$ cat config.mk
export PLATFORM = sky130hd
export DESIGN_NAME = fir_tap_mac
export DESIGN_NICKNAME = d
export VERILOG_FILES = /design/src/rtl/fir_tap_mac.sv
export SDC_FILE = /design/constraint.sdc
export NUM_CORES = 1
export LEC_CHECK = 0
export CORE_ASPECT_RATIO = 0.7
export CORE_MARGIN = 10
export CORE_UTILIZATION = 64
export CTS_CLUSTER_DIAMETER = 120
export CTS_CLUSTER_SIZE = 14
export DETAILED_ROUTE_END_ITERATION = 6
export PLACE_DENSITY = 0.82
export SLEW_MARGIN = 5
export SYNTH_ARGS = -nofsm -noshare
export SYNTH_HDL_FRONTEND = slang
export SYNTH_SLANG_ARGS = --single-unit
$ cat constraint.sdc
create_clock -name clk -period 10.5 [get_ports clk]
set_input_delay 2.1 -clock clk [delete_from_list [all_inputs] [get_ports clk]]
set_output_delay 2.1 -clock clk [all_outputs]
set_load 0.05 [all_outputs]
$ cat src/rtl/fir_tap_mac.sv
// fir_tap_mac
//
// Multiply-accumulate consumer for the FIR circular sample buffer, running in the
// 64x sample-replay clock domain. Each replayed window arrives as a burst of
// NTAP = 2**AWIDTH beats with tap 0 marked by dfirst. For each tap the block reads
// the matching coefficient from a synchronous ROM and accumulates the products.
// It emits one rounded (half up), saturated result per complete burst. A burst cut
// short by an early dfirst is dropped and reported on err_short.
//
// Ports:
//   clk         sample-replay clock
//   rst         synchronous, active-high reset; flushes the FSM and the pipeline
//   din         sample beat, signed Q1.(DWIDTH-1)
//   dvalid      din is valid this cycle; gaps are allowed anywhere in a burst
//   dfirst      with dvalid: the beat is tap 0
//   coef_addr   coefficient ROM address (combinational)
//   coef_data   coefficient ROM data, signed Q1.(CWIDTH-1), one cycle after coef_addr
//   dout        filter result, signed Q1.(DWIDTH-1); holds until the next result
//   dout_valid  one-cycle pulse, three cycles after the last tap beat
//   busy        a burst is being accepted or still travelling through the pipeline
//   err_short   one-cycle pulse, the cycle after a burst is aborted by an early dfirst

module fir_tap_mac #(
    parameter int unsigned DWIDTH   = 16,
    parameter int unsigned CWIDTH   = 16,
    parameter int unsigned AWIDTH   = 6,
    parameter int unsigned ACCWIDTH = DWIDTH + CWIDTH + AWIDTH
) (
    input  logic              clk,
    input  logic              rst,
    input  logic [DWIDTH-1:0] din,
    input  logic              dvalid,
    input  logic              dfirst,
    output logic [AWIDTH-1:0] coef_addr,
    input  logic [CWIDTH-1:0] coef_data,
    output logic [DWIDTH-1:0] dout,
    output logic              dout_valid,
    output logic              busy,
    output logic              err_short
);

    localparam int unsigned ProdWidth = DWIDTH + CWIDTH;

    typedef enum logic [0:0] {
        StIdle,
        StRun
    } state_e;

    // ------------------------------------------------------------------
    // Burst framing
    // ------------------------------------------------------------------
    state_e            state_q, state_d;
    logic [AWIDTH-1:0] tap_cnt_q, tap_cnt_d;

    logic beat_first;
    logic beat_accept;
    logic beat_abort;
    logic beat_last;

    always_comb begin
        beat_first  = dvalid && dfirst;
        beat_accept = beat_first || (dvalid && (state_q == StRun));
        // In StRun tap_cnt_q is never 0, so any dfirst there cuts a burst short.
        beat_abort  = beat_first && (state_q == StRun);
        beat_last   = dvalid && !dfirst && (state_q == StRun) && (&tap_cnt_q);
    end

    always_ff @(posedge clk) begin
        if (rst) begin
            state_q   <= StIdle;
            tap_cnt_q <= '0;
        end else begin
            state_q   <= state_d;
            tap_cnt_q <= tap_cnt_d;
        end
    end

    always_comb begin
        state_d   = state_q;
        tap_cnt_d = tap_cnt_q;
        unique case (state_q)
            StIdle: begin
                if (beat_first) begin
                    state_d   = StRun;
                    tap_cnt_d = AWIDTH'(1);
                end
            end
            StRun: begin
                if (beat_first) begin
                    // Restart: this beat is tap 0 of a fresh burst.
                    tap_cnt_d = AWIDTH'(1);
                end else if (dvalid) begin
                    if (&tap_cnt_q) begin
                        state_d   = StIdle;
                        tap_cnt_d = '0;
                    end else begin
                        tap_cnt_d = tap_cnt_q + AWIDTH'(1);
                    end
                end
            end
            default: begin
                state_d   = StIdle;
                tap_cnt_d = '0;
            end
        endcase
    end

    // Tap 0 must address coefficient 0 before tap_cnt_q has been reloaded.
    assign coef_addr = beat_first ? '0 : tap_cnt_q;

    // ------------------------------------------------------------------
    // S1: capture the beat and its flags; coef_data arrives alongside
    // ------------------------------------------------------------------
    logic              s1_valid_q;
    logic              s1_first_q;
    logic              s1_last_q;
    logic              s1_abort_q;
    logic [DWIDTH-1:0] s1_din_q;

    always_ff @(posedge clk) begin
        if (rst) begin
            s1_valid_q <= 1'b0;
            s1_first_q <= 1'b0;
            s1_last_q  <= 1'b0;
            s1_abort_q <= 1'b0;
            s1_din_q   <= '0;
        end else begin
            s1_valid_q <= beat_accept;
            s1_first_q <= beat_first;
            s1_last_q  <= beat_last;
            s1_abort_q <= beat_abort;
            if (beat_accept) begin
                s1_din_q <= din;
            end
        end
    end

    assign err_short = s1_valid_q && s1_abort_q;

    // ------------------------------------------------------------------
    // S2: signed product
    // ------------------------------------------------------------------
    logic signed [ProdWidth-1:0] din_ext;
    logic signed [ProdWidth-1:0] coef_ext;
    logic signed [ProdWidth-1:0] prod;

    // Both operands are sign-extended to the full product width, so the low
    // ProdWidth bits of the product are the exact signed result.
    always_comb begin
        din_ext  = {{CWIDTH{s1_din_q[DWIDTH-1]}}, s1_din_q};
        coef_ext = {{DWIDTH{coef_data[CWIDTH-1]}}, coef_data};
        prod     = din_ext * coef_ext;
    end

    logic                        s2_valid_q;
    logic                        s2_first_q;
    logic                        s2_last_q;
    logic signed [ProdWidth-1:0] s2_prod_q;

    always_ff @(posedge clk) begin
        if (rst) begin
            s2_valid_q <= 1'b0;
            s2_first_q <= 1'b0;
            s2_last_q  <= 1'b0;
            s2_prod_q  <= '0;
        end else begin
            s2_valid_q <= s1_valid_q;
            s2_first_q <= s1_first_q;
            s2_last_q  <= s1_last_q;
            if (s1_valid_q) begin
                s2_prod_q <= prod;
            end
        end
    end

    // ------------------------------------------------------------------
    // S3: accumulate, then round and saturate the final sum
    // ------------------------------------------------------------------
    logic signed [ACCWIDTH-1:0] acc_q, acc_d;
    logic signed [ACCWIDTH-1:0] prod_ext;
    logic signed [ACCWIDTH:0]   rnd_half;
    logic signed [ACCWIDTH:0]   rnd_sum;
    logic signed [ACCWIDTH:0]   rnd_shift;
    logic                       rnd_ovf;
    logic        [DWIDTH-1:0]   rnd_sat;

    always_comb begin
        prod_ext = {{(ACCWIDTH - ProdWidth){s2_prod_q[ProdWidth-1]}}, s2_prod_q};
        // A first-flagged beat reloads the accumulator, so back-to-back bursts
        // and the remains of an aborted burst never leak into a new sum.
        acc_d    = s2_first_q ? prod_ext : acc_q + prod_ext;

        // One guard bit keeps the half-LSB addition from wrapping.
        rnd_half              = '0;
        rnd_half[CWIDTH-2]    = 1'b1;
        rnd_sum               = {acc_d[ACCWIDTH-1], acc_d} + rnd_half;
        rnd_shift             = rnd_sum >>> (CWIDTH - 1);

        // Representable only when every bit above the output sign bit matches it.
        rnd_ovf = !((&rnd_shift[ACCWIDTH:DWIDTH-1]) || !(|rnd_shift[ACCWIDTH:DWIDTH-1]));
        if (!rnd_ovf) begin
            rnd_sat = rnd_shift[DWIDTH-1:0];
        end else if (rnd_shift[ACCWIDTH]) begin
            rnd_sat = {1'b1, {(DWIDTH - 1){1'b0}}};
        end else begin
            rnd_sat = {1'b0, {(DWIDTH - 1){1'b1}}};
        end
    end

    logic [DWIDTH-1:0] dout_q;
    logic              dout_valid_q;

    always_ff @(posedge clk) begin
        if (rst) begin
            acc_q        <= '0;
            dout_q       <= '0;
            dout_valid_q <= 1'b0;
        end else begin
            if (s2_valid_q) begin
                acc_q <= acc_d;
            end
            if (s2_valid_q && s2_last_q) begin
                dout_q       <= rnd_sat;
                dout_valid_q <= 1'b1;
            end else begin
                dout_valid_q <= 1'b0;
            end
        end
    end

    assign dout       = dout_q;
    assign dout_valid = dout_valid_q;
    assign busy       = (state_q == StRun) || s1_valid_q || s2_valid_q || dout_valid_q;

endmodule
==> impl_metrics.json <==
{
  "synth_flop_cell": "dfxtp_1",
  "cp_cell_sequence": "clkdlybuf4s50_1 -> nand2_1 -> fa_1 -> fa_1 -> fa_1 -> fa_1 -> inv_1 -> fa_1 -> fa_1 -> ha_1 -> a21o_1 -> a21oi_1 -> nand2_1 -> a211o_1 -> a2111oi_0 -> o41ai_1 -> a2111o_1 -> a31oi_1 -> xnor2_1 -> mux2i_1 -> nor2_1",
  "routed_via_density": 5.938,
  "period_share_pct": 87.65,
  "synth_edf_count": 0,
  "clock_path_buffers": 2,
  "fin_skew_ns": 0.01304,
  "slew_violations": 0,
  "vias": 14495,
  "reg2reg_slack_ns": 3.05,
  "postCtsHoldBufs": 0,
  "cp_num_buf_inv": 2,
  "finalSetupViolations": 0,
  "portBuffers": 60,
  "drive_gt1_share_pct": 3.804,
  "dr.pass1.iters": 6,
  "outcome": "complete, no violations",
  "placement_rows": 50,
  "grt.met3_usage_pct": 4.967,
  "synth_top_area_share_pct": 29.93,
  "whs_ns": 0.4400,
  "fillCellCount": 2117,
  "avgSynthCellArea_um2": 8.536,
  "nets": 2484,
  "fmax_mhz": 108.7,
  "htree_levels": 4,
  "clkSinkCount": 117,
  "async_reset_ff_share_pct": 0,
  "ir_drop_mv": 0.1589,
  "worst-setup-path-type": "input pin to flop",
  "cpPeakStageDelay_ns": 0.90,
  "drv_cap": 0,
  "crit_slowest_cell": "clkdlybuf4s50_1",
  "synth.most_common_cell": "inv_1",
  "yosys_warnings": 0,
  "clkLatencyLatePin_ns": 0.44,
  "ys_seq_elements": 117,
  "yosysSeqAreaShare_pct": 13.31,
  "postLayoutCellArea_um2": 19050,
  "synthCells": 2061,
  "holdCritPathClass": "flop to flop",
  "crit_fanout": 16,
  "grt_pass1_wl_um": 74600,
  "die_area_um2": 34630,
  "worst_setup_path_start_kind": "input pin",
  "root_buffer": "clkbuf_16",
  "grtUsageTotal_pct": 26.31,
  "netlist-cell-type-count": 87,
  "power.density_nw_per_um2": 154.7,
  "tightest_slew_ns": 1.051,
  "cts_resized": 0,
  "finalSetupTns_ns": 0,
  "die_w_um": 218.2,
  "clkTransAtPathRegs_ns": 0.06,
  "maxSlewHeadroom_pct": 29.84,
  "critPathTopFamily": "adder cells",
  "dp_hpwl_um": 34160,
  "routed_wl_um": 44090,
  "grt_overflow": 0,
  "rsz0062_at_grt": "false",
  "antenna_found_initial": 1,
  "cp.arrival_ns": 9.51,
  "hold_viol_final": 0,
  "synth.area.top_cells": "fa_1, dfxtp_1, ha_1",
  "n_antenna_cell": 0,
  "dr.first_iter.drc_count": 1153,
  "cts_setup_buffers": 0,
  "grt_pass1_vias": 15021,
  "fin_crit_ns": 9.203,
  "io_pins": 61,
  "wl_per_cell_um": 18.06,
  "yosys-top-cells-count": "inv_1, fa_1, nand2_1",
  "post-route-util_pct": 70.81,
  "cp.required_ns": 10.81,
  "use_met1_pct": 35.64,
  "synth_top_area_cell": "fa_1",
  "grt_max_degree": 74,
  "start_util_pct": 65.40,
  "synth_area_um2": 17590,
  "globalplace.congestion": 0.9540,
  "area_delta_synth_final_pct": 8.271,
  "synthesis.nets": 2481,
  "antenna_left": 0,
  "p_leak_nw": 8.892,
  "core_um2": 26900,
  "cts_tree": "built",
  "worstSetupEndpointType": "flop",
  "cp_common_cell": "fa_1",
  "chipHeight_um": 158.7,
  "grt_use_met2_pct": 41.83,
  "drt_drc_violations_left": 0,
  "top_usage_layer": "met2",
  "cts_buffers": 17,
  "dpl_cell_area_um2": 18390
}
-- flip-flops by register name, indices dropped and copies added, names as in the netlist, 6 cells and up --
name,count
s2_prod_q,32
acc_q,38
tap_cnt_q,6
s1_din_q,16
dout,16
-- power breakdown --
group	internal [mW]	total, mW	leakage, nW	switching (mW)
Sequential	0.482	0.543	0.951	0.0607
Clock	0.446	0.663	0.318	0.217
Combinational	0.726	1.74	7.62	1.01
-- metal layers --
| metal | wire length, µm | vias up | share of wire (%) |
|---|---|---|---|
| met1 | 19120 | 7157 | 43 |
| met2 | 20470 | 543 | 46 |
| met5 | 0 | - | 0 |
| met4 | 1186 | 0 | 2.7 |
| li1 | - | 6697 | - |
| met3 | 3307 | 98 | 7.5 |
-- per-stage QoR --
stage / total power, mW / worst slack (ns) / std cells
floorplan: 1.884 / 2.346 / 2061
global placement: 2.197 / 1.153 / 2409
detailed placement: 2.265 / 0.8748 / 2409
CTS: 2.947 / 1.346 / 2441
global route: 3.216 / 0.8991 / 2441
finish: 2.947 / 1.297 / 2441
-- cells in the final DEF, fill, tap and decap left out, types with 46 or more instances in the layout --
cell type and count:
ha_1 121, nand2_1 235, and2_1 141, fa_1 263, nor2_1 136, clkdlybuf4s50_1 59, inv_1 334, mux2i_1 46
xnor2_1 57, dfxtp_1 114, a21oi_1 108
-- worst paths after layout --
path | from | to | depth (start not counted)
setup / recovery | coef_data[2] | s2_prod_q[29] | 21
hold / removal | s1_first_q | s2_first_q | 1
setup reg to reg | s1_din_q[6] | s2_prod_q[29] | 21
hold reg to reg | s1_first_q | s2_first_q | 1
-- area by class of cell --
cell class / instances / area, µm² / share of cell area (%)
inverter: 334 / 1254 / 6.582
tap: 364 / 455.4 / 2.391
multi-input combinational: 1521 / 13640 / 71.58
clock buffer: 25 / 495.5 / 2.601
timing repair buffer: 73 / 695.7 / 3.652
clock inverter: 7 / 166.4 / 0.8736
sequential: 117 / 2346 / 12.32
-- cell families after synthesis --
logic type,synth area share [%]
compound gates,14.10
simple gates,18.25
fa+ha+maj,38.53
mux,2.873
flops,13.31
buf+inv,9.196
xor+xnor,3.734
No activity file was read; power rests on OpenSTA's default activity.
==> RTL edit: new RTL, config.mk and constraints unchanged <==
`DWIDTH`: 16 -> 12.
--- a/src/rtl/fir_tap_mac.sv
+++ b/src/rtl/fir_tap_mac.sv
@@ -21,7 +21,7 @@
 //   err_short   one-cycle pulse, the cycle after a burst is aborted by an early dfirst
 
 module fir_tap_mac #(
-    parameter int unsigned DWIDTH   = 16,
+    parameter int unsigned DWIDTH   = 12,
     parameter int unsigned CWIDTH   = 16,
     parameter int unsigned AWIDTH   = 6,
     parameter int unsigned ACCWIDTH = DWIDTH + CWIDTH + AWIDTH
Ports: changed (resized din and dout); port bits go from 61 to 53. No check against the original RTL was run, so the function may have changed too.
==> RTL edit against the unedited design <==
- clock skew grew 0.00068 ns
- cell area shrank 24%
- utilization shrank 1.2 points
- routed wire length shrank 26%
- synthesized area shrank 23%
- largest cell class unchanged
- fmax grew 12%
- critical path type unchanged
- sequential cell count shrank 16
- setup slack gained 0.97 ns
Power is not compared: it rests on default switching activity, and its combinational part moved more than twofold at a synthesized area within 25%.
==> RTL edit: results (changes against the unedited design) <==
status=finished clean; Arr. time, crit path=8.55 ns (-0.96 ns); top flop regs=acc_q x34, s2_prod_q x28; Post-DP Area=14200 um^2 (-23%); DR vias=11409 (-21%); Worst-path clk slew=0.08 ns (+0.02 ns); Routability Congestion=0.954 (about the same); total track usage=24.3% (-2.1 points); ANT cells=0 (unchanged); Clk Latency, worst-skew pair=0.38 ns (-0.06 ns); R2R setup slack=3.91 ns (+0.86 ns); R2R Path End=s2_prod_q[27]; max incr delay on CP=0.62 ns (-0.28 ns); nets=1957 (-21%); Hold Path Class=flop to flop; wl on met1=14500 um (-24%); Fillers=1669 (-21%); Worst Reg2Reg Path Length in Cells=23 (+9.5%); port buffer count=52 (-13%); top cells by area, synth=fa_1 26%, dfxtp_1 15%, ha_1 8.6%; Final Skew=0.0137 ns (+0.000681 ns); DRT Pass-1 Iters=5 (-1); Max FO, Critical Path=12 (-4); Distinct cells, synth=85 (-2.3%); met3 WL=2290 um (-31%); DR WL met2=15100 um (-26%); initial antenna violation count=0 (-1); reg2reg start=s1_din_q[0]; Final HPWL DP=25400 um (-26%); first-pass GRT wire length=56000 um (-25%); DR iter-0 viols=976 (-15%); max_cap viols=0 (unchanged); vias in the first global route=11620 (-23%); CTS H-tree lvls=3 (-1); sequential element share of the synthesized area=14.9% (+1.6 points); most instantiated cells after synthesis=256 x inv_1, 238 x nand2_1, 179 x fa_1, 131 x nor2_1, 101 x dfxtp_1
-- RTL edit: changes by cell type after synthesis, sizes merged, moves of 16 or more --
cell   before  now
fa        263  179
inv       334  257
and2      141   71
a21oi     109   79
ha        121   94
dfxtp     117  101
-- RTL edit: power breakdown --
group | internal [mW] | switching, mW
logic | 0.280 | 0.410
clock network | 0.172 | 0.173
registers | 0.402 | 0.0285
total | 0.854 | 0.611
-- RTL edit: metrics by stage --
step	setup WS (ns)	hold slack, ns	cells	power (mW)
finish	2.26	0.444	1933	1.47
global route	1.85	0.457	1933	1.59
CTS	2.37	0.447	1932	1.47
detailed placement	2.06	0.436	1916	1.12
global placement	2.25	0.418	1916	1.08
floorplan	3.19	0.414	1664	0.961
-- RTL edit: area by class of cell --
| type | count | area [um^2] | area share [%] |
|---|---|---|---|
| clock buffers | 10 | 239 | 1.65 |
| well taps | 276 | 345 | 2.38 |
| multi-input cells | 1223 | 10300 | 71.0 |
| flip-flops and latches | 101 | 2020 | 14.0 |
| inverters | 257 | 965 | 6.66 |
| repair buffers | 60 | 578 | 3.99 |
| clock inverters | 6 | 53.8 | 0.371 |
-- RTL edit: worst max path at each step --
stage                     to    startpoint  cells after the start  slack, ns
2_1_floorplan  s2_prod_q[21]  coef_data[6]                     24       3.19
4_1_cts        s2_prod_q[27]  coef_data[7]                     23       2.37
5_1_grt        s2_prod_q[27]  coef_data[7]                     23       1.85
3_3_place_gp   s2_prod_q[21]  coef_data[7]                     23       2.25
6_report       s2_prod_q[27]  coef_data[7]                     23       2.26
3_5_place_dp   s2_prod_q[27]  coef_data[6]                     24       2.06
-- RTL edit: logic make-up (layout without fill, tap and decap cells) --
family	count (synthesis)	in the layout	synth area share (%)
mux	33	33	2.43
fa+ha+maj	273	273	35.0
simple gates	589	589	20.5
compound gates	276	276	14.3
flops	101	101	14.9
xor+xnor	52	52	3.40
buf+inv	340	333	9.51
-- RTL edit: per-layer routing --
| layer | up-vias | track usage [%] |
|---|---|---|
| li1 | 5386 | - |
| met2 | 365 | 40.0 |
| met1 | 5600 | 31.7 |
| met4 | 0 | 6.22 |
| met3 | 58 | 5.67 |
| met5 | - | 0 |
-- RTL edit: worst reg2reg max path, delay by kind of cell, from the launching register on --
family,cells,cell delay (ns)
simple gates,4,0.63
buf+inv,3,0.14
compound gates,10,2.40
flops,1,0.79
fa+ha+maj,6,2.57
